## config.mk

```make
export PLATFORM = sky130hd
export DESIGN_NAME = keypad_scan
export DESIGN_NICKNAME = d
export VERILOG_FILES = /design/src/rtl/keypad_scan_pkg.sv /design/src/rtl/key_prio_enc.sv /design/src/rtl/keypad_scan.sv
export SDC_FILE = /design/constraint.sdc
export NUM_CORES = 1
export LEC_CHECK = 0
export ABC_AREA = 0
export BUFFER_PORTS_ARGS = -buffer_cell sky130_fd_sc_hd__buf_2
export CAP_MARGIN = 20
export CORE_MARGIN = 5
export CORE_UTILIZATION = 60
export DETAILED_ROUTE_END_ITERATION = 10
export PLACE_DENSITY = 0.78
export SYNTH_ARGS = -nofsm -noshare
export SYNTH_HDL_FRONTEND = slang
export SYNTH_SLANG_ARGS = --single-unit
```

## constraint.sdc

```tcl
create_clock -name clk -period 4.9 [get_ports clk]
set_input_delay 0.49 -clock clk [delete_from_list [all_inputs] [get_ports clk]]
set_output_delay 0.49 -clock clk [all_outputs]
set_load 0.1 [all_outputs]
```

## src/rtl/keypad_scan_pkg.sv

```systemverilog
// rtl/keypad_scan_pkg.sv - shared keypad geometry constants and key typedefs
package keypad_scan_pkg;
    localparam int KEY_ROWS = 4;
    localparam int KEY_COLS = 4;
    localparam int KEY_NUM  = 16;

    typedef logic [3:0]         key_idx_t;
    typedef logic [KEY_NUM-1:0] key_vec_t;
endpackage

```

## src/rtl/key_prio_enc.sv

```systemverilog
// rtl/key_prio_enc.sv - 16-to-4 lowest-index priority encoder with nonzero flag
module key_prio_enc
    import keypad_scan_pkg::*;
(
    input  key_vec_t vec_i,
    output key_idx_t idx_o,
    output logic     any_o
);

    // Scan downwards so the lowest set index is the last one written.
    always_comb begin
        idx_o = '0;
        for (int i = KEY_NUM - 1; i >= 0; i--) begin
            if (vec_i[i]) idx_o = key_idx_t'(i);
        end
    end

    assign any_o = |vec_i;

endmodule

```

## src/rtl/keypad_scan.sv

```systemverilog
// rtl/keypad_scan.sv - 4x4 keypad scanner with frame debounce; KEYPAD_RELEASE_EVT_EN adds key_rel
module keypad_scan
    import keypad_scan_pkg::*;
#(
    parameter int CLK_DIV  = 50000,
    parameter int DEBOUNCE = 3
) (
    input  logic        clk,
    input  logic        rst,
    input  logic [3:0]  key_row,
    output logic [3:0]  key_col,
    output logic [15:0] key,
    output logic [3:0]  key_code,
    output logic        key_valid
`ifdef KEYPAD_RELEASE_EVT_EN
    ,
    output logic        key_rel
`endif
);

    localparam int         DIV_W = $clog2(CLK_DIV);
    localparam logic [3:0] DEB   = 4'(DEBOUNCE);

    logic [DIV_W-1:0] div_q;
    logic [1:0]       col_q;
    key_vec_t         raw_q, raw_d, prev_q, key_q;
    logic [3:0]       stable_q, stable_d;
    key_idx_t         key_code_q;
    logic             key_valid_q;

    logic     slot_end, frame_end, commit;
    key_vec_t press_vec;
    key_idx_t press_idx;
    logic     press_any;

    assign slot_end  = (div_q == DIV_W'(CLK_DIV - 1));
    assign frame_end = slot_end && (col_q == 2'd3);

    // raw_d is the live frame; at frame end it already holds column 3's sample.
    always_comb begin
        raw_d = raw_q;
        if (slot_end) begin
            for (int r = 0; r < KEY_ROWS; r++) begin
                raw_d[KEY_COLS * r + int'(col_q)] = ~key_row[r];
            end
        end
    end

    always_comb begin
        stable_d = 4'd0;
        if (raw_d == prev_q) stable_d = (stable_q == DEB) ? DEB : stable_q + 4'd1;
    end

    assign commit    = frame_end && (stable_d == DEB) && (raw_d != key_q);
    assign press_vec = raw_d & ~key_q;

    key_prio_enc u_press_enc (
        .vec_i (press_vec),
        .idx_o (press_idx),
        .any_o (press_any)
    );

`ifdef KEYPAD_RELEASE_EVT_EN
    key_vec_t rel_vec;
    key_idx_t rel_idx, rel_code_q;
    logic     rel_any, rel_pend_q, key_rel_q;

    assign rel_vec = key_q & ~raw_d;

    key_prio_enc u_rel_enc (
        .vec_i (rel_vec),
        .idx_o (rel_idx),
        .any_o (rel_any)
    );

    assign key_rel = key_rel_q;
`endif

    always_ff @(posedge clk) begin
        if (!rst) begin
            div_q       <= '0;
            col_q       <= 2'd0;
            raw_q       <= '0;
            prev_q      <= '0;
            stable_q    <= 4'd0;
            key_q       <= '0;
            key_code_q  <= '0;
            key_valid_q <= 1'b0;
`ifdef KEYPAD_RELEASE_EVT_EN
            rel_pend_q  <= 1'b0;
            rel_code_q  <= '0;
            key_rel_q   <= 1'b0;
`endif
        end else begin
            div_q       <= slot_end ? '0 : div_q + 1'b1;
            raw_q       <= raw_d;
            key_valid_q <= 1'b0;
            if (slot_end) col_q <= col_q + 2'd1;
            if (frame_end) begin
                prev_q   <= raw_d;
                stable_q <= stable_d;
            end
            if (commit) key_q <= raw_d;
            if (commit && press_any) begin
                key_valid_q <= 1'b1;
                key_code_q  <= press_idx;
            end
`ifdef KEYPAD_RELEASE_EVT_EN
            key_rel_q <= 1'b0;
            // A release sharing a commit with a press waits one cycle behind it.
            if (commit && rel_any) begin
                if (press_any) begin
                    rel_pend_q <= 1'b1;
                    rel_code_q <= rel_idx;
                end else begin
                    key_rel_q  <= 1'b1;
                    key_code_q <= rel_idx;
                end
            end else if (rel_pend_q) begin
                rel_pend_q <= 1'b0;
                key_rel_q  <= 1'b1;
                key_code_q <= rel_code_q;
            end
`endif
        end
    end

    assign key_col   = ~(4'b0001 << col_q);
    assign key       = key_q;
    assign key_code  = key_code_q;
    assign key_valid = key_valid_q;

endmodule
```

Word-level counts from Yosys, hierarchy flattened
Cells that the tools add are included.
Widths: inputs -> output; s select.
- memory bits (read-only): 0
- memory bits (writable): 0
- logic and storage cells: 79
- output and inout bits: 25
- register bits after elaboration: 75
- latch bits: 0
- memories: 0
- input port bits: 6
- bitwise operators: 8
- magnitude comparators: 8
- multiply operators: 0
- divide/modulo/power cells: 0
- shifts and indexed selects: 1
- equal/unequal tests: 6
- reduce and logical (&&, ||, !) cells: 10
- add/sub/neg operators: 6
- mux-type cells: 32
- operator list (kind ; count):
    $mux 4 ; 18
    $bwmux 16 ; 4
    $add 16x1->16 const B ; 1
    $and 16x16->16 ; 1
    $eq 16x16->1 ; 1
    $eq 16x16->1 const B ; 1
    $mux 16 ; 1
    $ne 16x16->1 ; 1
    $not 16->16 ; 1
    $reduce_or 16->1 ; 1
    $demux 1 s4 ; 3
    $add 4x2->5 const A ; 2
    $ge 5x1->1 const B ; 2
    $lt 5x5->1 const B ; 2
    $eq 4x2->1 const B ; 2
    $logic_and 1x1->1 ; 8
    $lt 2x5->1 const B ; 1
    $lt 4x5->1 const B ; 1
    $mux 1 ; 5
    $not 1->1 ; 5
    $add 3x2->4 const A ; 1
    $add 4x1->4 const B ; 1
    $ge 4x1->1 const B ; 1
    $not 4->4 ; 1
    other kinds (6) ; 6

Longest topological paths before layout
- word-level depth: 26
- gate-level depth with buffers: 16
- depth with buffers taken out: 15

Cells and area by module
Synthesis repeated with hierarchy kept, for this count alone.
- cells, all modules: 513
- area, all modules: 4251.6 µm²
- modules (own cells, without submodules) (module ; instances ; seq. area each (µm²) ; area each (µm²) ; cells an instance):
    keypad_scan ; 1 ; 1501.4 ; 4075.2 ; 479
    key_prio_enc ; 1 ; 0.0 ; 176.4 ; 34

Least setup slack after synthesis
No wires, ideal clock.
- kind: reg-to-reg
- start point: reg div_q[4]
- end point: reg key_valid_q, in the netlist key_valid
- clock period less this slack: 4.200 ns
- stages on the path, launching flop included: 14
- setup time: 0.078 ns
- required time: 4.822 ns
- slack: 0.700 ns
- arrival time: 4.122 ns
- path buffers: 1
- cells stage by stage: dfxtp_1 > or4b_4 > buf_6 > or4_2 > nor2_1 > a21oi_1 > ha_1 > nand4_1 > nor4_1 > a2111oi_0 > nand4_1 > a2111oi_0 > o211ai_1 > nor3_1
- cells in the longest elaborated chain, start to end: 9
- elaborated cells between the ends (all ways): 13
- classes of those cells: eq/ne: 4; mux: 3; bitwise: 1; reduce/logical: 5
- ends and longest elaborated chain (what ; RTL line ; source):
    start: declaration ; keypad_scan.sv:24 ; logic [DIV_W-1:0] div_q;
    start signal: assignment ; keypad_scan.sv:95 ; div_q <= slot_end ? '0 : div_q + 1'b1;
    $eq 16x16->1 (*) ; keypad_scan.sv:36 ; assign slot_end = (div_q == DIV_W'(CLK_DIV - 1));
    $mux 16 (*) ; keypad_scan.sv:42 ; if (slot_end) begin
    net raw_d[3] ; keypad_scan.sv:26 ; key_vec_t raw_q, raw_d, prev_q, key_q;
    $eq 16x16->1 ; keypad_scan.sv:51 ; if (raw_d == prev_q) stable_d = (stable_q == DEB) ? DEB : stable_q + 4'd1;
    $mux 4 ; keypad_scan.sv:51 ;
    $eq 4x2->1 ; keypad_scan.sv:54 ; assign commit = frame_end && (stable_d == DEB) && (raw_d != key_q);
    $logic_and 1x1->1 (2 in a row) ; keypad_scan.sv:54 ;
    $logic_and 1x1->1 (*) ; keypad_scan.sv:104 ; if (commit && press_any) begin
    $mux 1 (*) ; keypad_scan.sv:104 ;
    end signal: assignment ; keypad_scan.sv:88 ; key_valid_q <= 1'b0;
    end signal: assignment ; keypad_scan.sv:97 ; key_valid_q <= 1'b0;
    end signal: assignment ; keypad_scan.sv:105 ; key_valid_q <= 1'b1;
    end: declaration ; keypad_scan.sv:29 ; logic key_valid_q;
Mark *: on every way through the listed nets, which the timed path passes. The rest lies on a longest branch.
A chain may end at the register's enable or synchronous reset.

Worst setup path after layout
- start point: reg div_q[13]
- end point: reg key_valid_q, in the netlist key_valid
Same word-level chain as after synthesis.

==> impl_metrics.env <==
export IMPL_status="complete, no violations"
export IMPL_core_area_sq_um=6790
export IMPL_die_area_sq_um=8790
export IMPL_gp_congestion=0.966
export IMPL_fillers=566
export IMPL_routedWlPerCell_um=17.0
export IMPL_clk_latency_ns=0.36
export IMPL_route_detailed_drc=0
export IMPL_synth_top_cells_by_count="dfxtp_1 (75), nand2_1 (73), o21ai_0 (43), nor2_1 (41), inv_1 (34)"
export IMPL_synth_top_cell_area_share=0.357
export IMPL_area_delta_synth_final_pct=8.54
export IMPL_holdBufCountCts=0
export IMPL_ys_ff_latch=75
export IMPL_hold_worst_slack_ns=0.382
export IMPL_drtIter0Drc=305
export IMPL_pre_cts_ws_ns=0.724
export IMPL_finalSetupViolations=0
export IMPL_fin_crit_sh=0.880
export IMPL_clkTransAtPathRegs_ns=0.09
export IMPL_synth_cell_type_count=63
export IMPL_yosysTopAreaCell="dfxtp_1"
export IMPL_cts_root_buf="clkbuf_8"
export IMPL_antenna_found_initial=0
export IMPL_power_density_nw_per_um2=239
export IMPL_dr_total_vias=3782
export IMPL_tightest_slew_ns=0.826
export IMPL_portBuffers=30
export IMPL_avgSynthCellArea_sq_um=8.18
export IMPL_netlist_area_sq_um=4210
export IMPL_setup_tns_ns=0
export IMPL_yosys_cell_count_top_type="dfxtp_1"
export IMPL_post_cts_buffers=0
export IMPL_netSwitchingFraction=0.259
export IMPL_synth_ff_type="dfxtp_1"
export IMPL_cts_max_level=3
export IMPL_fmax_mhz=232
export IMPL_pwr_share_comb=0.024
export IMPL_cts_buffers=9
export IMPL_regArea_sq_um=1500
export IMPL_grtUsageTotal=0.254
export IMPL_peakVddDrop_mv=0.215
export IMPL_arrival_ns=4.58
export IMPL_postRouteAntennaNets=0
export IMPL_ctsResizeCount=0
export IMPL_crit_path_max_fanout=15
export IMPL_grt_overflow_total=0
export IMPL_synth_fp_nets=542
export IMPL_fin_nets=565
export IMPL_intPower_uw=808
export IMPL_ys_seq_area_frac=0.357
export IMPL_dpl_hpwl_mm=8.08
export IMPL_total_power_uw=1090
export IMPL_initial_core_util=0.619
export IMPL_startpoint_type="flip-flop"
export IMPL_synthArstFlopShare=0
export IMPL_first_pass_iters=5
export IMPL_vias_per_cell=5.93
export IMPL_die_height_um=93.7
export IMPL_tritoncts="built"
export IMPL_totalWireLength_mm=10.8
export IMPL_maxCapViolations=0
export IMPL_p_switching_uw=282
export IMPL_p_leak_uw=0.00175
export IMPL_required_ns=5.17
export IMPL_ys_top_cells_by_area="dfxtp_1 (36%), ha_1 (6.5%), nand2_1 (6.5%)"
export IMPL_die_width_um=93.7
export IMPL_io_pins=31
export IMPL_clockPowerShare=0.414
export IMPL_hold_path_class="input port to flip-flop"
export IMPL_endpoint_kind="flip-flop"
export IMPL_fp_row_count=30
export IMPL_synth_edf_count=0
export IMPL_cts_sinks=75
export IMPL_yosys_warnings=0
export IMPL_rsz0062_at_grt="no"
export IMPL_min_period_ns=4.31
export IMPL_cts_max_path_buffers=2
export IMPL_skew_ns=0.0118
export IMPL_grt_max_degree=47
export IMPL_drv_slew=0
export IMPL_grt_pass1_vias=3486
export IMPL_sequentialPowerShare=0.562
export IMPL_synthCells=514
export IMPL_criticalPathCategory="flip-flop to flip-flop"
export IMPL_finalHoldViolations=0
export IMPL_multi_input_area_sq_um=2430
export IMPL_utilization=0.672
export IMPL_drive_above_1_share=0.140
export IMPL_diodes=0
export IMPL_grt_pass1_wl_mm=17.6
export IMPL_fin_ws_ns=0.588
export IMPL_slew_headroom=0.449
[per-stage QoR]
| stage | instance area, sq um | instances |
|---|---|---|
| 2_1_floorplan | 4210 | 514 |
| 3_3_place_gp | 4380 | 622 |
| 4_1_cts | 4570 | 638 |
| 6_report | 4570 | 638 |
| 3_5_place_dp | 4380 | 622 |
| 5_1_grt | 4570 | 638 |
[metal layers]
layer,vias up,share of wire,global-route usage
met3,27,0.067,0.0409
li1,1835,-,-
met5,-,0,0
met4,0,0.017,0.101
met2,157,0.43,0.371
met1,1763,0.48,0.371
[placed cells by master (no fill, tap or decap), types with 5 or more instances in the layout]
cell type	n
dfxtp_1	75
nand2_1	73
o21ai_0	43
nor2_1	40
inv_1	34
buf_2	30
ha_1	22
a21oi_1	20
xnor2_1	20
and2_1	17
a211oi_1	15
mux2i_1	13
nand4_1	12
xor2_1	12
nor4_1	11
nand3_1	10
clkbuf_8	9
nor3_1	8
and3_1	7
buf_4	5
[sequential cells by signal, summed over array words and instances, names as in the netlist]
signal,cells
key,16
stable_q,4
raw_q,16
key_code,4
key_valid,1
div_q,16
prev_q,16
col_q,2
[kinds of logic (layout without fill, tap and decap cells)]
group / after synthesis / count (layout) / synth area share
muxes: 14 / 14 / 0.0336
xor gates and xnor gates: 32 / 32 / 0.0666
buffers and inverters: 60 / 88 / 0.0648
DFF: 75 / 75 / 0.357
and+or+nand+nor: 207 / 207 / 0.253
AOI/OAI and AO/OA: 104 / 104 / 0.160
adders and majority gates: 22 / 22 / 0.0654
[power groups by stage]
stage	clock [uW]	sequential, uW	combinational (uW)
floorplan	0	627	18.6
global placement	0	627	25.5
detailed placement	0	627	25.5
CTS	455	613	25.6
global route	483	613	28.8
finish	451	613	26.3
[final timing paths]
kind / slack [ns] / cells after the start / start / endpoint
setup / recovery: 0.59 / 12 / div_q[13] / key_valid
hold / removal: 0.38 / 2 / key_row[2] / prev_q[11]
setup reg to reg: 0.59 / 12 / div_q[13] / key_valid
hold reg to reg: 0.45 / 1 / div_q[0] / div_q[0]
[cell type report]
cell class / instances / area share
Multi-Input combinational cell: 379 / 0.533
Inverter: 37 / 0.0304
Sequential cell: 75 / 0.329
Clock inverter: 7 / 0.0129
Tap cell: 96 / 0.0263
Clock buffer: 9 / 0.0271
Timing Repair Buffer: 35 / 0.0411
[worst max-delay path, stage by stage (launching register included)]
cell and delay [ns]:
dfxtp_1 0.34, or4bb_1 0.69, or4_1 0.84, o21ai_0 0.41
ha_1 0.30, nand4_1 0.09, nor4_1 0.06, a2111oi_0 0.36
buf_4 0.22, nand4_1 0.12, a2111oi_0 0.44, o211ai_1 0.15
nor3_1 0.20
Power figures use the tool's default switching activity.
